**config.mk**
```make
export PLATFORM = sky130hd
export DESIGN_NAME = vga_scan_gen
export DESIGN_NICKNAME = d
export VERILOG_FILES = /design/src/rtl/vga_scan_gen.sv
export SDC_FILE = /design/constraint.sdc
export NUM_CORES = 1
export LEC_CHECK = 0
export ABC_CLOCK_PERIOD_IN_PS = 2290
export CAP_MARGIN = 30
export CORE_MARGIN = 2
export CORE_UTILIZATION = 53
export CTS_CLUSTER_DIAMETER = 50
export DETAILED_ROUTE_END_ITERATION = 8
export GPL_ROUTABILITY_DRIVEN = 0
export GPL_TIMING_DRIVEN = 0
export PLACE_DENSITY = 0.78
export SYNTH_ARGS = -nofsm -noshare
export SYNTH_HDL_FRONTEND = slang
export SYNTH_SLANG_ARGS = --single-unit
```
**constraint.sdc**
```tcl
create_clock -name clk -period 2.29 [get_ports clk]
set_input_delay 0.5725 -clock clk [delete_from_list [all_inputs] [get_ports clk]]
set_output_delay 0.5725 -clock clk [all_outputs]
set_load 0.02 [all_outputs]
```
**src/rtl/vga_scan_gen.sv**
```systemverilog
// VGA raster timing generator: pixel-rate divider, h/v counters and registered sync/strobe decode.
// Define VGA_FRAME_CNT_EN to add a 16-bit frame counter output (frame_cnt).
module vga_scan_gen #(
  parameter int CLK_DIV  = 2,
  parameter int H_ACTIVE = 640,
  parameter int H_FP     = 16,
  parameter int H_SYNC   = 96,
  parameter int H_BP     = 48,
  parameter int V_ACTIVE = 480,
  parameter int V_FP     = 10,
  parameter int V_SYNC   = 2,
  parameter int V_BP     = 33
) (
  input  logic        clk,
  input  logic        reset_n,
  output logic        pix_en,
  output logic [9:0]  x,
  output logic [8:0]  y,
  output logic        video_on,
  output logic        hsync_n,
  output logic        vsync_n,
  output logic        line_start,
  output logic        frame_start
`ifdef VGA_FRAME_CNT_EN
  ,
  output logic [15:0] frame_cnt
`endif
);

  localparam int H_TOTAL = H_ACTIVE + H_FP + H_SYNC + H_BP;
  localparam int V_TOTAL = V_ACTIVE + V_FP + V_SYNC + V_BP;
  localparam int DIV_W   = (CLK_DIV > 1) ? $clog2(CLK_DIV) : 1;

  localparam logic [DIV_W-1:0] DIV_LAST = DIV_W'(CLK_DIV - 1);
  localparam logic [9:0] H_LAST  = 10'(H_TOTAL - 1);
  localparam logic [9:0] V_LAST  = 10'(V_TOTAL - 1);
  localparam logic [9:0] H_ACT   = 10'(H_ACTIVE);
  localparam logic [9:0] V_ACT   = 10'(V_ACTIVE);
  localparam logic [9:0] HS_BEG  = 10'(H_ACTIVE + H_FP);
  localparam logic [9:0] HS_END  = 10'(H_ACTIVE + H_FP + H_SYNC);
  localparam logic [9:0] VS_BEG  = 10'(V_ACTIVE + V_FP);
  localparam logic [9:0] VS_END  = 10'(V_ACTIVE + V_FP + V_SYNC);

  // y is only 9 bits wide and both counters are 10 bits wide
  if (CLK_DIV < 1) begin : g_bad_div
    $error("vga_scan_gen: CLK_DIV must be >= 1");
  end
  if (H_ACTIVE > 1023 || V_ACTIVE > 512) begin : g_bad_active
    $error("vga_scan_gen: H_ACTIVE must be <= 1023 and V_ACTIVE <= 512");
  end
  if (H_TOTAL > 1024 || V_TOTAL > 1024) begin : g_bad_total
    $error("vga_scan_gen: H/V totals must fit a 10-bit counter");
  end

  logic [DIV_W-1:0] div_q, div_d;
  logic [9:0]       hcnt_q, hcnt_d;
  logic [9:0]       vcnt_q, vcnt_d;
  logic             pix_en_q, pix_en_d;
  logic [9:0]       x_q, x_d;
  logic [8:0]       y_q, y_d;
  logic             video_on_q, video_on_d;
  logic             hsync_n_q, hsync_n_d;
  logic             vsync_n_q, vsync_n_d;
  logic             line_start_q, line_start_d;
  logic             frame_start_q, frame_start_d;
  logic             tick;
  logic             vid;

  always_comb begin
    tick          = (div_q == DIV_LAST);
    div_d         = tick ? '0 : div_q + DIV_W'(1);
    hcnt_d        = hcnt_q;
    vcnt_d        = vcnt_q;
    vid           = (hcnt_q < H_ACT) && (vcnt_q < V_ACT);
    pix_en_d      = tick;
    x_d           = x_q;
    y_d           = y_q;
    video_on_d    = video_on_q;
    hsync_n_d     = hsync_n_q;
    vsync_n_d     = vsync_n_q;
    line_start_d  = 1'b0;
    frame_start_d = 1'b0;

    if (tick) begin
      if (hcnt_q == H_LAST) begin
        hcnt_d = '0;
        vcnt_d = (vcnt_q == V_LAST) ? '0 : vcnt_q + 10'd1;
      end else begin
        hcnt_d = hcnt_q + 10'd1;
      end

      // decode the pre-increment position so outputs line up with pix_en
      video_on_d    = vid;
      x_d           = vid ? hcnt_q : '0;
      y_d           = vid ? vcnt_q[8:0] : '0;
      hsync_n_d     = !((hcnt_q >= HS_BEG) && (hcnt_q < HS_END));
      vsync_n_d     = !((vcnt_q >= VS_BEG) && (vcnt_q < VS_END));
      line_start_d  = (hcnt_q == '0);
      frame_start_d = (hcnt_q == '0) && (vcnt_q == '0);
    end
  end

  always_ff @(posedge clk) begin
    if (!reset_n) begin
      div_q         <= '0;
      hcnt_q        <= '0;
      vcnt_q        <= '0;
      pix_en_q      <= 1'b0;
      x_q           <= '0;
      y_q           <= '0;
      video_on_q    <= 1'b0;
      hsync_n_q     <= 1'b1;
      vsync_n_q     <= 1'b1;
      line_start_q  <= 1'b0;
      frame_start_q <= 1'b0;
    end else begin
      div_q         <= div_d;
      hcnt_q        <= hcnt_d;
      vcnt_q        <= vcnt_d;
      pix_en_q      <= pix_en_d;
      x_q           <= x_d;
      y_q           <= y_d;
      video_on_q    <= video_on_d;
      hsync_n_q     <= hsync_n_d;
      vsync_n_q     <= vsync_n_d;
      line_start_q  <= line_start_d;
      frame_start_q <= frame_start_d;
    end
  end

  assign pix_en      = pix_en_q;
  assign x           = x_q;
  assign y           = y_q;
  assign video_on    = video_on_q;
  assign hsync_n     = hsync_n_q;
  assign vsync_n     = vsync_n_q;
  assign line_start  = line_start_q;
  assign frame_start = frame_start_q;

`ifdef VGA_FRAME_CNT_EN
  logic [15:0] frame_cnt_q, frame_cnt_d;

  // counts the registered strobe, so it steps one clk after frame_start is seen
  always_comb begin
    frame_cnt_d = frame_cnt_q;
    if (frame_start_q) begin
      frame_cnt_d = frame_cnt_q + 16'd1;
    end
  end

  always_ff @(posedge clk) begin
    if (!reset_n) begin
      frame_cnt_q <= '0;
    end else begin
      frame_cnt_q <= frame_cnt_d;
    end
  end

  assign frame_cnt = frame_cnt_q;
`endif

endmodule

```
==> results.py <==
metrics = {
    "outcome": {
        "status": "completed",
    },
    "critical_path": {
        "r2r-end": "vcnt_q[8]",
        "r2r_cells": 6,
        "r2r-start": "vcnt_q[0]",
        "worstPathMaxFanout": 9,
        "required_ns": 2.50,
        "cp-start-kind": "input port",
        "path_class": "in -> reg",
        "r2r_setup_slack_ns": 0.23,
        "cp-end-kind": "flop",
        "arrival_ns": 2.32,
    },
    "routing": {
        "drt-initial-drc-count": 112,
        "first_pass_iters": 4,
        "avgRoutedWirePerCell_um": 16.2,
        "dr_total_vias": 1643,
        "ant_nets": 0,
        "drc": 0,
        "viasPerCell": 6.00,
        "wl_um": 4450,
    },
    "die": {
        "ios": 27,
        "core_area_um2": 3610,
        "die_y_um": 64.6,
        "die_w_um": 64.6,
        "die_area_um2": 4180,
        "start_util": 0.541,
        "std_cell_rows": 22,
    },
    "global_routing": {
        "grt_pass1_vias": 1479,
        "grt_max_degree": 14,
        "grt_overflow": 0,
        "antenna_found_initial": 0,
        "grt_usage": 0.223,
        "grt_pass1_wl_um": 7090,
    },
    "place": {
        "place_worst_setup_slack_ns": -0.0570,
        "port_buffers": 26,
        "dp_hpwl_um": 3270,
        "dp.cells": 266,
    },
    "layout": {
        "layout-drive-gt1-share": 0.106,
        "final_nets": 231,
        "syn_to_final_growth_pct": 22.1,
        "final_common_cell": "dfxtp_1",
        "final_cells": 274,
        "mostFrequentLayoutCells": "dfxtp_1, clkdlybuf4s50_1, a22o_1",
        "final_util": 0.660,
        "antenna_cells": 0,
    },
    "clocking": {
        "cts_max_level": 2,
        "cts_max_path_buffers": 2,
        "cts_tree": "built",
        "post-cts-setup-buffers": 0,
        "clkLatencyLatePin_ns": 0.30,
        "cts_hold_buf": 0,
        "cts_made_buffers": 5,
        "cts_resized": 0,
        "clock-root-buffer": "clkbuf_8",
        "cts_sinks": 46,
        "clkTransAtPathRegs_ns": 0.08,
    },
    "power_and_ir_drop": {
        "p_leak_nw": 0.922,
        "ir_drop_mv": 0.502,
        "power_density_nw_per_um2": 612,
    },
    "sta": {
        "min_period_over_period": 0.920,
        "hold_viol": 0,
        "fmax_ghz": 0.475,
        "rsz0062_at_grt": "no",
        "fin_skew_ns": 0.00831,
        "worst_slew_pin_slew_ns": 0.494,
        "period_minus_slack_ns": 2.11,
        "timing.final.ws_setup_ns": 0.183,
        "setup_viol": 0,
        "drv_slew": 0,
        "relSlewSlack": 0.668,
        "tns_ns": 0,
    },
    "synthesis": {
        "syn_inst": 192,
        "synth_edf_count": 0,
        "synth-main-ff-cell": "dfxtp_1",
        "ys_warn_count": 0,
        "syn_area_um2": 1950,
        "ys_ff_latch": 46,
        "synthArstFlopShare": 0,
        "avgSynthCellArea_um2": 10.2,
        "ys_types": 50,
        "ys_seq_area_frac": 0.472,
        "synth_nets": 198,
    },
    "worst_hold_path": {
        "hold_start": "video_on",
        "hp-class": "reg -> reg",
        "hold_depth": 1,
        "min_to": "video_on",
    },
    "flow_run": {
        "max_cap_viol_count": 0,
    },
}
## metrics by stage
stage | total power, mW | hold slack (ns) | instance area [µm²]
3_5_place_dp | 0.909 | 0.452 | 2270
6_report | 1.46 | 0.465 | 2380
5_1_grt | 1.51 | 0.496 | 2380
2_1_floorplan | 0.881 | 0.482 | 1950
4_1_cts | 1.46 | 0.471 | 2380
3_3_place_gp | 0.906 | 0.433 | 2270
## sequential cells by signal, indices dropped and copies added, names as in the netlist
signal / flops
frame_start: 1
video_on: 1
x: 10
div_q: 1
vsync_n: 1
hsync_n: 1
line_start: 1
pix_en: 1
vcnt_q: 10
hcnt_q: 10
y: 9
## how the worst max path moves through the flow
stage	from	end	slack [ns]
after floorplan	vcnt_q[0]	vcnt_q[8]	0.58
after global placement	reset_n	vcnt_q[8]	0.002
after detailed placement	reset_n	vcnt_q[8]	-0.06
after CTS	reset_n	vcnt_q[8]	0.22
after global routing	reset_n	vcnt_q[8]	0.15
final	reset_n	vcnt_q[8]	0.18
## where the power goes
part	switching [mW]	internal, mW
combinational	0.0457	0.0292
clock	0.262	0.305
sequential	0.00694	0.809
total	0.314	1.14
## layout make-up
cell class / count / area, µm²
sequential: 46 / 921
tap: 48 / 60.1
fill: 303 / 1230
timing repair buffer: 26 / 260
clock buffer: 8 / 110
buffer: 12 / 66.3
inverter: 7 / 26.3
multi-input combinational: 127 / 936
## kinds of logic after synthesis
kind of cell	share of synthesized area
adders and majority gates	0.0257
buffers and inverters	0.0475
and+or+nand+nor	0.234
DFF	0.472
xor gates and xnor gates	0.0359
AOI/OAI and AO/OA	0.185
## per-layer routing
layer,global-route usage,share of wire,vias to the layer above
met2,0.376,0.53,32
met5,0,0,-
met3,0.0590,0.039,8
met1,0.267,0.41,818
met4,0.0984,0.019,0
li1,-,-,785
## Yosys cell counts, types with 2 or more instances
cell type	instances	area, µm²
nor3_1	4	20.0
nand4_1	5	31.3
inv_1	6	22.5
buf_4	2	15.0
and4_1	5	43.8
ha_1	4	50.1
a21o_1	3	22.5
nand3b_1	2	15.0
xor2_1	4	35.0
a21oi_1	6	30.0
nor4_1	2	12.5
nand3_1	10	50.1
nor2_1	9	33.8
a31oi_1	2	12.5
and2_1	3	18.8
a41oi_1	2	17.5
and3_1	3	18.8
clkbuf_1	4	15.0
nor2b_1	2	12.5
o21ai_0	7	35.0
xnor2_1	4	35.0
a22o_1	18	158
nand2b_1	3	18.8
dfxtp_1	46	921
nand2_1	5	18.8
o31ai_1	2	15.0
buf_2	5	25.0
or3_1	2	12.5
## worst max-delay path, cell delays in order
cell             delay (ns)
clkdlybuf4s50_1        0.63
inv_2                  0.16
a41o_1                 0.32
or4_1                  0.52
o21ai_0                0.12
(Power assumes the default switching activity.)
